<file path="src/rtl/demux_1to16_deser_pkg.sv">
// Shared frame geometry for the 1-to-16 serial demux and its decoders.
package demux_1to16_deser_pkg;

    localparam int FRAME_BITS = 16;
    localparam int GROUP_W    = 4;
    localparam int NUM_GROUPS = 4;
    localparam int SEL_W      = 4;

endpackage

</file>
<file path="src/rtl/demux_1to16_deser_if.sv">
// Serial-in / frame-out bundle of the 1-to-16 demux; slave is the demux side.
interface demux_1to16_deser_if;
    import demux_1to16_deser_pkg::*;

    logic               in_bit;
    logic               in_valid;
    logic               in_ready;
    logic               sync;
    logic [SEL_W-1:0]   sel_cnt;
    logic [GROUP_W-1:0] a;
    logic [GROUP_W-1:0] b;
    logic [GROUP_W-1:0] c;
    logic [GROUP_W-1:0] d;
    logic               out_valid;
    logic               out_ready;
    logic               parity_err;

    modport master (
        output in_bit, in_valid, sync, out_ready,
        input  in_ready, sel_cnt, a, b, c, d, out_valid, parity_err
    );

    modport slave (
        input  in_bit, in_valid, sync, out_ready,
        output in_ready, sel_cnt, a, b, c, d, out_valid, parity_err
    );

endinterface

</file>
<file path="src/rtl/demux_1to16_deser_demux_1to4_en.sv">
// 2-bit select with enable to one-hot 4-bit decoder; building block of the slot write enables.
module demux_1to4_en
    import demux_1to16_deser_pkg::*;
(
    input  logic [1:0]         sel,
    input  logic               en,
    output logic [GROUP_W-1:0] y
);

    always_comb begin
        y      = '0;
        y[sel] = en;
    end

endmodule

</file>
<file path="src/rtl/demux_1to16_deser.sv">
// Serial-to-parallel 1-to-16 demux with valid/ready frame output.
// Build option DEMUX_PARITY_EN: adds a 17th even-parity beat per frame and drives parity_err.
module demux_1to16_deser
    import demux_1to16_deser_pkg::*;
#(
    parameter bit DESCEND = 1'b0
) (
    input logic                clk,
    input logic                rst,
    demux_1to16_deser_if.slave bus
);

`ifdef DEMUX_PARITY_EN
    localparam int               CNT_W = SEL_W + 1;
    localparam logic [CNT_W-1:0] LAST  = CNT_W'(FRAME_BITS);
`else
    localparam int               CNT_W = SEL_W;
    localparam logic [CNT_W-1:0] LAST  = CNT_W'(FRAME_BITS - 1);
`endif

    logic [CNT_W-1:0]      cnt;
    logic [FRAME_BITS-1:0] cap;
    logic [FRAME_BITS-1:0] cap_wr;
    logic [FRAME_BITS-1:0] wen;
    logic [FRAME_BITS-1:0] frame_q;
    logic [SEL_W-1:0]      slot;
    logic [SEL_W-1:0]      idx;
    logic [NUM_GROUPS-1:0] grp_en;
    logic                  accept;
    logic                  is_last;
    logic                  data_we;
    logic                  out_valid_q;

    assign is_last      = (cnt == LAST);
    assign bus.in_ready = !is_last || !out_valid_q || bus.out_ready;
    assign accept       = bus.in_valid && bus.in_ready;

    // A beat taken together with sync always lands in slot 0; 15-k equals ~k on 4 bits.
    assign slot = bus.sync ? '0 : cnt[SEL_W-1:0];
    assign idx  = DESCEND ? ~slot : slot;

`ifdef DEMUX_PARITY_EN
    assign data_we = accept && (bus.sync || !is_last);
`else
    assign data_we = accept;
`endif

    demux_1to4_en u_grp (
        .sel (idx[3:2]),
        .en  (data_we),
        .y   (grp_en)
    );

    for (genvar g = 0; g < NUM_GROUPS; g++) begin : g_bit
        demux_1to4_en u_bit (
            .sel (idx[1:0]),
            .en  (grp_en[g]),
            .y   (wen[g*GROUP_W +: GROUP_W])
        );
    end

    // Capture with the current beat merged in; sync drops the partial frame first.
    assign cap_wr = ((bus.sync ? '0 : cap) & ~wen) | (wen & {FRAME_BITS{bus.in_bit}});

    always_ff @(posedge clk) begin
        if (rst) begin
            cnt         <= '0;
            cap         <= '0;
            frame_q     <= '0;
            out_valid_q <= 1'b0;
        end else begin
            if (out_valid_q && bus.out_ready) begin
                out_valid_q <= 1'b0;
            end
            if (bus.sync) begin
                cnt <= accept ? CNT_W'(1) : '0;
                cap <= cap_wr;
            end else if (accept) begin
                if (is_last) begin
                    cnt         <= '0;
                    cap         <= '0;
                    frame_q     <= cap_wr;
                    out_valid_q <= 1'b1;
                end else begin
                    cnt <= cnt + CNT_W'(1);
                    cap <= cap_wr;
                end
            end
        end
    end

`ifdef DEMUX_PARITY_EN
    logic perr_q;

    // Parity beat is the final one, so cap already holds all 16 data bits.
    always_ff @(posedge clk) begin
        if (rst) begin
            perr_q <= 1'b0;
        end else if (accept && !bus.sync && is_last) begin
            perr_q <= (^cap) ^ bus.in_bit;
        end
    end

    assign bus.parity_err = perr_q;
`else
    assign bus.parity_err = 1'b0;
`endif

    assign bus.sel_cnt   = cnt[SEL_W-1:0];
    assign bus.out_valid = out_valid_q;
    assign bus.a         = frame_q[0*GROUP_W +: GROUP_W];
    assign bus.b         = frame_q[1*GROUP_W +: GROUP_W];
    assign bus.c         = frame_q[2*GROUP_W +: GROUP_W];
    assign bus.d         = frame_q[3*GROUP_W +: GROUP_W];

endmodule

</file>
<file path="src/flat_wrapper.sv">
// flat-port wrapper written by rule: the top's interface ports become plain ports
module demux_1to16_deser_flat import demux_1to16_deser_pkg::*;
#(
    parameter bit DESCEND = 1'b0
)
  (clk, rst, bus_in_bit, bus_in_valid, bus_sync, bus_out_ready, bus_in_ready, bus_sel_cnt, bus_a, bus_b, bus_c, bus_d, bus_out_valid, bus_parity_err);
  demux_1to16_deser_if bus_i ();
  input logic clk;
  input logic rst;
  input wire logic [$bits(bus_i.in_bit)-1:0] bus_in_bit;
  input wire logic [$bits(bus_i.in_valid)-1:0] bus_in_valid;
  input wire logic [$bits(bus_i.sync)-1:0] bus_sync;
  input wire logic [$bits(bus_i.out_ready)-1:0] bus_out_ready;
  output wire logic [$bits(bus_i.in_ready)-1:0] bus_in_ready;
  output wire logic [$bits(bus_i.sel_cnt)-1:0] bus_sel_cnt;
  output wire logic [$bits(bus_i.a)-1:0] bus_a;
  output wire logic [$bits(bus_i.b)-1:0] bus_b;
  output wire logic [$bits(bus_i.c)-1:0] bus_c;
  output wire logic [$bits(bus_i.d)-1:0] bus_d;
  output wire logic [$bits(bus_i.out_valid)-1:0] bus_out_valid;
  output wire logic [$bits(bus_i.parity_err)-1:0] bus_parity_err;
  assign bus_i.in_bit = bus_in_bit;
  assign bus_i.in_valid = bus_in_valid;
  assign bus_i.sync = bus_sync;
  assign bus_i.out_ready = bus_out_ready;
  assign bus_in_ready = bus_i.in_ready;
  assign bus_sel_cnt = bus_i.sel_cnt;
  assign bus_a = bus_i.a;
  assign bus_b = bus_i.b;
  assign bus_c = bus_i.c;
  assign bus_d = bus_i.d;
  assign bus_out_valid = bus_i.out_valid;
  assign bus_parity_err = bus_i.parity_err;
  demux_1to16_deser #(.DESCEND(DESCEND)) u_core (.clk(clk), .rst(rst), .bus(bus_i));
endmodule
</file>
<file path="config.mk">
export PLATFORM = sky130hd
export DESIGN_NAME = demux_1to16_deser_flat
export DESIGN_NICKNAME = d
export VERILOG_FILES = /design/src/rtl/demux_1to16_deser_pkg.sv /design/src/rtl/demux_1to16_deser_if.sv /design/src/rtl/demux_1to16_deser_demux_1to4_en.sv /design/src/rtl/demux_1to16_deser.sv /design/src/flat_wrapper.sv
export SDC_FILE = /design/constraint.sdc
export NUM_CORES = 1
export LEC_CHECK = 0
export ABC_AREA = 1
export CAP_MARGIN = 40
export CORE_MARGIN = 1.5
export CORE_UTILIZATION = 46
export CTS_CLUSTER_DIAMETER = 60
export CTS_CLUSTER_SIZE = 10
export DETAILED_ROUTE_END_ITERATION = 16
export DONT_BUFFER_PORTS = 1
export HOLD_SLACK_MARGIN = 0.1
export PLACE_DENSITY_LB_ADDON = 0.25
export SYNTH_ARGS = -nofsm -noshare
export SYNTH_HDL_FRONTEND = slang
export SYNTH_HIERARCHICAL = 1
export SYNTH_SLANG_ARGS = --single-unit
</file>
<file path="constraint.sdc">
create_clock -name clk -period 3.35 [get_ports clk]
set_input_delay 0.1675 -clock clk [delete_from_list [all_inputs] [get_ports clk]]
set_output_delay 0.1675 -clock clk [all_outputs]
set_load 0.02 [all_outputs]
</file>
# After elaboration in Yosys (flattened, before gate mapping)
# Cells that the tools add are included.
# op_classes
addsub,1
order_cmp,4
eq_ne,1
muxes,17
n_bitwise,10
n_reduce_logical,10
# op_table
op,n
$mux W16,4
$and A16 B16 Y16,2
$and A4 B4 Y4,5
$mux W4,4
$not A16 Y16,1
$or A16 B16 Y16,1
$mux W1,7
$lt A2 B3 Y1 const B,2
$add A4 B1 Y4 const B,1
$demux W1 S2,2
$eq A4 B4 Y1 const B,1
$ge A2 B1 Y1 const B,2
$logic_and A1 B1 Y1,4
$reduce_and A3 Y1,1
$logic_not A1 Y1,2
$logic_or A1 B1 Y1,2
$reduce_bool A2 Y1,1
$not A1 Y1,1
# word_totals
regBits,37
in_bits,6
output_inout_bits,23
word_cells,47

# Logic depth before layout (Yosys ltp)
# Gate-level depths: netlist of run 1.
# logic_depth
depth_word,13
ltp_mapped,15
mapped_depth_nobuf,14

# Modules after synthesis
# The synthesis of run 1 kept the hierarchy.
# modules_own_cells
module,n_inst,cells_per_inst,area_per_inst_um2,seq_area_each_um2
demux_1to16_deser,1,343,2018.2,740.7
demux_1to4_en,5,8,30.0,0.0

# Worst setup path after synthesis of run 1
# Ideal clock, no wire load.
# synth_timing
path_kind,register -> register
from,"reg u_core.cnt[0], in the netlist u_core/bus.sel_cnt[0]"
to,reg u_core.cap[15]
setup_time_ps,70
arrival_ps,1951
required_time_ps,3280
path_slack_ps,1328
path_stages_with_launch,16
n_path_buf,1
synth_period_minus_slack_ps,2022
path_cell_list,dfxtp_1 > ha_1 > nand3_1 > nor2_1 > nor2_1 > buf_2 > nand2_1 > nor2_1 > nand2_1 > nor2_1 > inv_1 > nand2_1 > nand2_1 > nor2_1 > nand2_1 > a21oi_1
# synth_between
elab_chain_len,13
elab_cells_between_ends,21
cone_classes,order compare (2); eq/ne (1); mux (6); bitwise (6); reduce/logical (6)
# synth_rtl
item,line_no,rtl
"start, declared",demux_1to16_deser.sv:21,logic [CNT_W-1:0] cnt;
"start signal, assigned",demux_1to16_deser.sv:76,cnt <= accept ? CNT_W'(1) : '0;
"start signal, assigned",demux_1to16_deser.sv:85,cnt <= cnt + CNT_W'(1);
$eq A4 B4 Y1 (*),demux_1to16_deser.sv:34,assign is_last = (cnt == LAST);
$logic_not A1 Y1 (*),demux_1to16_deser.sv:35,assign bus.in_ready = !is_last || !out_valid_q || bus.out_ready;
$logic_or A1 B1 Y1 (*) (2 in a row),demux_1to16_deser.sv:35,
$logic_and A1 B1 Y1 (*),demux_1to16_deser.sv:36,assign accept = bus.in_valid && bus.in_ready;
via u_core.accept,demux_1to16_deser.sv:29,logic accept;
$and A4 B4 Y4 (no source line) (*),--,
via u_core.grp_en[3],demux_1to16_deser.sv:28,logic [NUM_GROUPS-1:0] grp_en;
$and A4 B4 Y4 (no source line) (*),--,
via u_core.wen[15],demux_1to16_deser.sv:24,logic [FRAME_BITS-1:0] wen;
$not A16 Y16,demux_1to16_deser.sv:63,assign cap_wr = ((bus.sync ? '0 : cap) & ~wen) | (wen & {FRAME_BITS{bus.in_bit}});
$and A16 B16 Y16,demux_1to16_deser.sv:63,
$or A16 B16 Y16 (*),demux_1to16_deser.sv:63,
$mux W16,demux_1to16_deser.sv:79,if (is_last) begin
$mux W16,demux_1to16_deser.sv:78,end else if (accept) begin
$mux W16 (*),demux_1to16_deser.sv:75,if (bus.sync) begin
"end signal, assigned",demux_1to16_deser.sv:77,cap <= cap_wr;
"end signal, assigned",demux_1to16_deser.sv:86,cap <= cap_wr;
"end, declared",demux_1to16_deser.sv:22,logic [FRAME_BITS-1:0] cap;
# The timed path passes the listed nets; every way through them passes the cells marked *. The select of a mux whose other input is x is not followed.
# A chain may end at the register's enable or synchronous reset.

# Worst setup path after layout of run 1
# layout_timing
from,"reg u_core.cnt[1], in the netlist u_core/bus.sel_cnt[1]"
to,reg u_core.frame_q[5]
# layout_between
elab_chain_len,10
elab_cells_between_ends,18
cone_classes,order compare (2); eq/ne (1); mux (3); bitwise (6); reduce/logical (6)
# layout_rtl
item,line_no,rtl
$eq A4 B4 Y1 (*),demux_1to16_deser.sv:34,
$logic_not A1 Y1 (*),demux_1to16_deser.sv:35,
$logic_or A1 B1 Y1 (*) (2 in a row),demux_1to16_deser.sv:35,
$logic_and A1 B1 Y1 (*),demux_1to16_deser.sv:36,
$and A4 B4 Y4 (no source line) (*),--,
via u_core.grp_en[1],demux_1to16_deser.sv:28,
$and A4 B4 Y4 (no source line) (*),--,
via u_core.wen[5],demux_1to16_deser.sv:24,
$not A16 Y16,demux_1to16_deser.sv:63,
$and A16 B16 Y16,demux_1to16_deser.sv:63,
$or A16 B16 Y16 (*),demux_1to16_deser.sv:63,
"end signal, assigned",demux_1to16_deser.sv:82,frame_q <= cap_wr;
"end, declared",demux_1to16_deser.sv:25,logic [FRAME_BITS-1:0] frame_q;
# The timed path passes the listed nets; every way through them passes the cells marked *.

==> metrics, run 1 <==
core area=4440 um2; grt total ovfl=0; Worst Tran Pin Value=0.543 ns; pin count of the biggest net entering global routing=23; H-tree levels=2; part of the power in registers=51.5%; Pint=between 600 and 700 uW; Num Clock Sinks=37; maximum VDD drop=0.156 mV; Post-Layout Inst Area=2330 um2; root buffer cell=clkbuf_8; synthesized area=2170 um2; CP Data Arrival Time=around 2.5 ns; Worst Setup End Kind=flop; Final GP Congestion=0.840; most common cell in the netlist=nor2_1; area of placed instances=between 2000 and 2500 um2; crit path kind=reg2reg; f_max=434 MHz; initial antenna violation count=0; Hold Slack=approximately 0.11 ns; Critical path buffers and inverters=1; DR WL/cell=11.2 um; Syn Nets=~400; RSZ-0062 raised after global routing=false; Pleak=0.00107 uW; FF-to-FF Start=u_core/bus.sel_cnt[1]; footprint of the multi-input gates=~1100 um2; cells after synthesis=around 380; CP cell instances=ha_1 -> nand3_1 -> nor2_1 -> nor2_1 -> buf_4 -> nand2_1 -> nor2_1 -> nand2_1 -> nor2_1 -> o21ai_0 -> nand3_1 -> nand2_1 -> nor2_1; fin crit share=68.7%; Max-slew headroom=63.7%; fin worst setup slack=1.05 ns; Cell Rows=24; setup repair bufs after CTS=0; via density per instance=approximately 4.7; clock power share=38.7%; first-pass GRT wire length=8430 um; CP startpoint=u_core/bus.sel_cnt[1]; HP Start=bus_out_ready; Starting Density=48.8%; Ant. Diodes=0; failing checks=design-rule violations; Clock Latency Late Sink=0.29 ns; Port Buffers=0; Synth Register Bits=37; TritonCTS buffer count=5; Final Max Tran Viols=0; IO Pins=29; async set or reset register ratio after synthesis=0%; pre-CTS setup slack=1.07 ns; EDFF count, synth=0; Setup violations, final=0; Main synth FF type=dfxtp_1; Synth top cells by count=96 x nor2_1, 93 x nand2_1, 68 x inv_1; Routed WL=4830 um; Worst-path clk slew=0.08 ns; max incr delay on CP=0.54 ns; CP Max Fanout=22; part of the power in combinational logic=9.8%; Max Cap Viol=0; Final min period=2.30 ns; Seq/Total Area, Yosys=about 34%; post-synth top area share=34.2%; Synth area leaders=dfxtp_1 34%, nor2_1 17%, nand2_1 16%, inv_1 12%, nand3_1 9.0%; Initial DRT Pass Iterations=10; Ys Warns=6; Vias=2029; Min-Delay Path Class=in2reg; crit-path most repeated cell=nor2_1; CP Launch Type=flop; P per Cell Area=380 nW/um2; status=finished, violations left; Final ANT Viol Nets=0; post-synth cell types=20; die height=between 70 and 80 um; switching pwr=approximately 220 uW; CP delay by family, top=simple AND/OR/NAND/NOR gates; P&R area growth vs syn=7.27%; Clock Skew=between 0.009 and 0.01 ns; proportion of layout cells with a drive suffix above 1=under 10%; area leader, netlist=dfxtp_1; syn_area_per_cell=5.66 um2; Die Area=around 5000 um2; DPL Wire Length=3270 um; CTS tree=yes; Final TNS setup=0 ns; Net count, final=about 390; Worst Path Required=3.54 ns; maximum clock insertion buffer count=2; drt drc=3; final hold violations=0; Register Area=741 um2; slowest library cell on the worst path=dfxtp_1; total track usage=20.8%; die span in x=71.7 um; DR iter-0 viols=between 100 and 150; vias in the first global route=~1900; Fillers=about 470; Sw Share=25.0%
-- state kept, by name, summed over array words and instances, names as in the netlist --
register and flops:
u_core/bus.sel_cnt 4, u_core/bus.out_valid 1, u_core/cap 16, u_core/frame_q 16
-- worst paths after layout --
kind | to | slack, ns | cells past startpoint
hold / removal | u_core/bus.out_valid | 0.11 | 3
setup / recovery | u_core/frame_q[5] | 1.05 | 13
hold reg to reg | u_core/cap[2] | 0.48 | 2
setup reg to reg | u_core/frame_q[5] | 1.05 | 13
-- through the flow --
step / utilization [%] / power (uW) / std cells
floorplan: - / 535 / 383
global placement: 49.0 / 545 / 421
detailed placement: 49.4 / 547 / 422
CTS: 52.3 / 889 / 433
global route: 52.3 / 925 / 433
finish: 52.3 / 884 / 433
-- power by group through the flow --
stage | Clock, uW | Combinational, uW | Sequential, uW
final | 342 | 87.0 | 455
after floorplan | 0 | 70.6 | 464
after global routing | 368 | 102 | 455
after global placement | 0 | 80.3 | 465
after CTS | 347 | 87.1 | 455
after detailed placement | 0 | 82.2 | 465
-- layer usage --
metal / share of wire (%) / routed length (um) / vias up / GRT usage [%]
met3: 5.5 / 265 / 6 / 5.34
met5: 0 / 0 / - / 0
met2: 45 / 2160 / 46 / 33.3
met4: 1.2 / 60 / 0 / 8.18
met1: 49 / 2340 / 851 / 26.8
li1: - / - / 1126 / -
-- cell type report --
type                            instances  area share, %
Timing Repair Buffer                    9           3.55
Sequential cell                        37           31.8
Multi-Input combinational cell        257           46.2
Tap cell                               52           2.80
Clock buffer                            7           4.14
Clock inverter                          1          0.215
Inverter                               70           11.3
-- cell families (layout without fill, tap and decap cells) --
logic type / count (synthesis) / in the layout / share of synthesized area (%)
and+or+nand+nor: 232 / 232 / 43.3
buffers and inverters: 89 / 87 / 16.3
DFF: 37 / 37 / 34.2
AOI/OAI and AO/OA: 22 / 22 / 5.08
adders and majority gates: 1 / 1 / 0.577
other: 1 / 1 / 0.173
xor gates and xnor gates: 1 / 1 / 0.404
-- worst reg2reg max path: cells and delay by family, from the launching register on --
| family | cells | cell delay [ns] |
|---|---|---|
| buf+inv | 1 | 0.21 |
| simple gates | 10 | 0.95 |
| compound gates | 1 | 0.25 |
| fa+ha+maj | 1 | 0.28 |
| flops | 1 | 0.54 |
-- timing repair --
item,CTS,global route
resized for setup,0,0
hold endpoints to repair,9,0
hold buffers,3,0
-- cells in the final DEF (no fill, tap or decap) --
| cell | synthesis | final |
|---|---|---|
| nor2_1 | 96 | 96 |
| nand2_1 | 93 | 93 |
| inv_1 | 68 | 68 |
| nand3_1 | 39 | 39 |
| dfxtp_1 | 37 | 37 |
| o21ai_0 | 13 | 13 |
| a21oi_1 | 8 | 8 |
| clkbuf_8 | 0 | 7 |
| buf_4 | 2 | 5 |
| dlygate4sd3_1 | 0 | 3 |
| clkinv_2 | 0 | 1 |
| clkinv_1 | 1 | 1 |
| nor3_4 | 1 | 1 |
| nand2_2 | 1 | 1 |
| xor2_1 | 1 | 1 |
| o21ai_1 | 1 | 1 |
| nor3_1 | 1 | 1 |
| inv_2 | 1 | 1 |
| nand4_1 | 1 | 1 |
| ha_1 | 1 | 1 |
| conb_1 | 1 | 1 |
| buf_8 | 0 | 1 |
Power figures use the tool's default switching activity.
==> run 2: changes to the inputs <==
clock period = 2.15 ns   (was 3.35 ns; I/O delays follow)
==> metrics, run 2 (synthesis gave the netlist of run 1 again) <==
Clock Latency Late Sink=0.29 ns (about the same); crit-path most repeated cell=nand2_1; Final ANT Viol Nets=0 (unchanged); max incr delay on CP=0.32 ns (-0.22 ns); die height=71.7 um (unchanged); CP Launch Type=flop; pre-CTS setup slack=0.174 ns (-0.897 ns); fin crit share=89.9% (+21 points); IO Pins=29 (unchanged); drt drc=3 (unchanged); final hold violations=0 (unchanged); maximum VDD drop=0.245 mV (+57%); first-pass GRT wire length=8720 um (+3.4%); fin cells=439 (+1.4%); Min-Delay Path Class=in2reg; Max-slew headroom=62.6% (-1.1 points); Final GP Congestion=0.855 (+1.8%); RSZ-0062 raised after global routing=true; TritonCTS buffer count=5 (unchanged); Starting Density=48.8% (unchanged); Placed Instances=428 (+1.4%); total track usage=21.3% (+0.45 points); root buffer cell=clkbuf_8; Final min period=1.93 ns (-0.369 ns); Worst Tran Pin Value=0.561 ns (+0.0176 ns); Vias=2082 (+2.6%); R2R Setup Slk=0.22 ns (-0.83 ns); CP cell instances=ha_1 -> nand3_1 -> nor2_1 -> nor2_2 -> nand2_1 -> nor2_1 -> nand2_1 -> nor2_1 -> inv_1 -> nand2_1 -> nand2_1 -> nor2_1 -> nand2_1 -> a21oi_1; maximum clock insertion buffer count=2 (unchanged); clock power share=36.8% (-1.9 points); switching pwr=344 uW (+56%); Sw Share=25.6% (+0.65 points); pin count of the biggest net entering global routing=21 (-8.7%); die span in x=71.7 um (unchanged); Max Cap Viol=0 (unchanged); P&R area growth vs syn=9.58%; CP Max Fanout=4 (-82%); proportion of layout cells with a drive suffix above 1=6.46% (+2.0 points); core area=4440 um2 (unchanged); DR WL/cell=11.6 um (+4.3%); grt total ovfl=0 (unchanged); most frequent cells in the layout=93 x nand2_1, 93 x nor2_1, 68 x inv_1, 39 x nand3_1, 37 x dfxtp_1; initial antenna violation count=0 (unchanged); Port Buffers=0 (unchanged); Pint=999 uW (+51%); DPL Wire Length=3370 um (+2.9%); Pleak=0.00110 uW (+2.9%); Final TNS setup=0 ns (unchanged); Setup violations, final=0 (unchanged); Final Max Tran Viols=0 (unchanged); f_max=517 MHz (+19%); Die Area=5130 um2 (unchanged); P per Cell Area=565 nW/um2 (+49%); Clock Skew=0.00469 ns (-0.00488 ns); Ant. Diodes=0 (unchanged); part of the power in combinational logic=10.8% (+1.0 points); status=finished, violations left; Worst-path clk slew=0.07 ns (about the same); via density per instance=4.74 (+1.2%); Worst Setup End Kind=flop; slowest library cell on the worst path=dfxtp_1; fin worst setup slack=0.217 ns (-0.831 ns); DR iter-0 viols=216 (+58%); Routed WL=5110 um (+5.8%); CP Data Arrival Time=2.15 ns (-0.34 ns); Num Clock Sinks=37 (unchanged); CTS tree=yes; Worst Path Required=2.37 ns (-1.17 ns); failing checks=design-rule violations; Net count, final=394 (+1.8%); part of the power in registers=52.4% (+0.9 points); crit path kind=reg2reg; vias in the first global route=1863 (-0.43%); Cell Rows=24 (unchanged); H-tree levels=2 (unchanged); Initial DRT Pass Iterations=10 (unchanged)
==> run 2: changes by cell type in the layout (fill, tap and decap cells not counted), sizes merged <==
| cell | previous run | this run |
|---|---|---|
| buf | 6 | 13 |
| clkinv | 2 | 1 |
==> run 2: critical path, delay by kind of cell (launching register included) <==
family / cells / cell delay [ns]
adder cells (fa/ha/maj): 1 / 0.23
buffers and inverters: 1 / 0.06
AND/OR/NAND/NOR: 11 / 1.15
flip-flops: 1 / 0.32
AO/OA/AOI/OAI: 1 / 0.12
==> run 2: cell type report <==
cell class	instances	area, um2
fillers	469	2070
multi-input cells	257	1080
flip-flops and latches	37	741
inverters	70	263
repair buffers	16	140
clock buffers	7	86.3
well taps	52	65.1
==> run 2: path summary, 6_finish.rpt <==
path | startpoint | to | cells after the start
min | bus_sync | u_core/frame_q[10] | 5
max | u_core/bus.sel_cnt[0] | u_core/cap[2] | 14
max reg2reg | u_core/bus.sel_cnt[0] | u_core/cap[2] | 14
min reg2reg | u_core/cap[0] | u_core/cap[0] | 2
==> run 2: layer usage <==
layer / track usage (%) / vias up / part of all wire, %
li1: - / 1142 / -
met1: 28.2 / 891 / 48
met3: 4.64 / 5 / 5.4
met2: 35.3 / 44 / 46
met4: 5.03 / 0 / 0.84
met5: 0 / - / 0
==> run 2: what timing repair did <==
action                                 CTS  global route
setup endpoints to repair                0            32
buffers inserted                         0             1
hold buffers                             3             0
resized for setup                        0             4
endpoints found under the hold margin    9             0
==> run 2: per-stage QoR <==
step	hold WS, ns	instance area [um2]	power [uW]	util, %
6_report	0.208	2380	1340	53.5
5_1_grt	0.244	2380	1410	53.5
4_1_cts	0.102	2360	1360	53.1
3_5_place_dp	0.180	2240	857	50.5
3_3_place_gp	0.179	2240	855	50.5
2_1_floorplan	0.251	2170	833	-
==> run 2: power by group through the flow <==
stage               clock (uW)  combinational (uW)  sequential [uW]
floorplan                    0                 110              723
global placement             0                 135              720
detailed placement           0                 136              720
CTS                        510                 143              704
global route               539                 166              706
finish                     495                 144              704
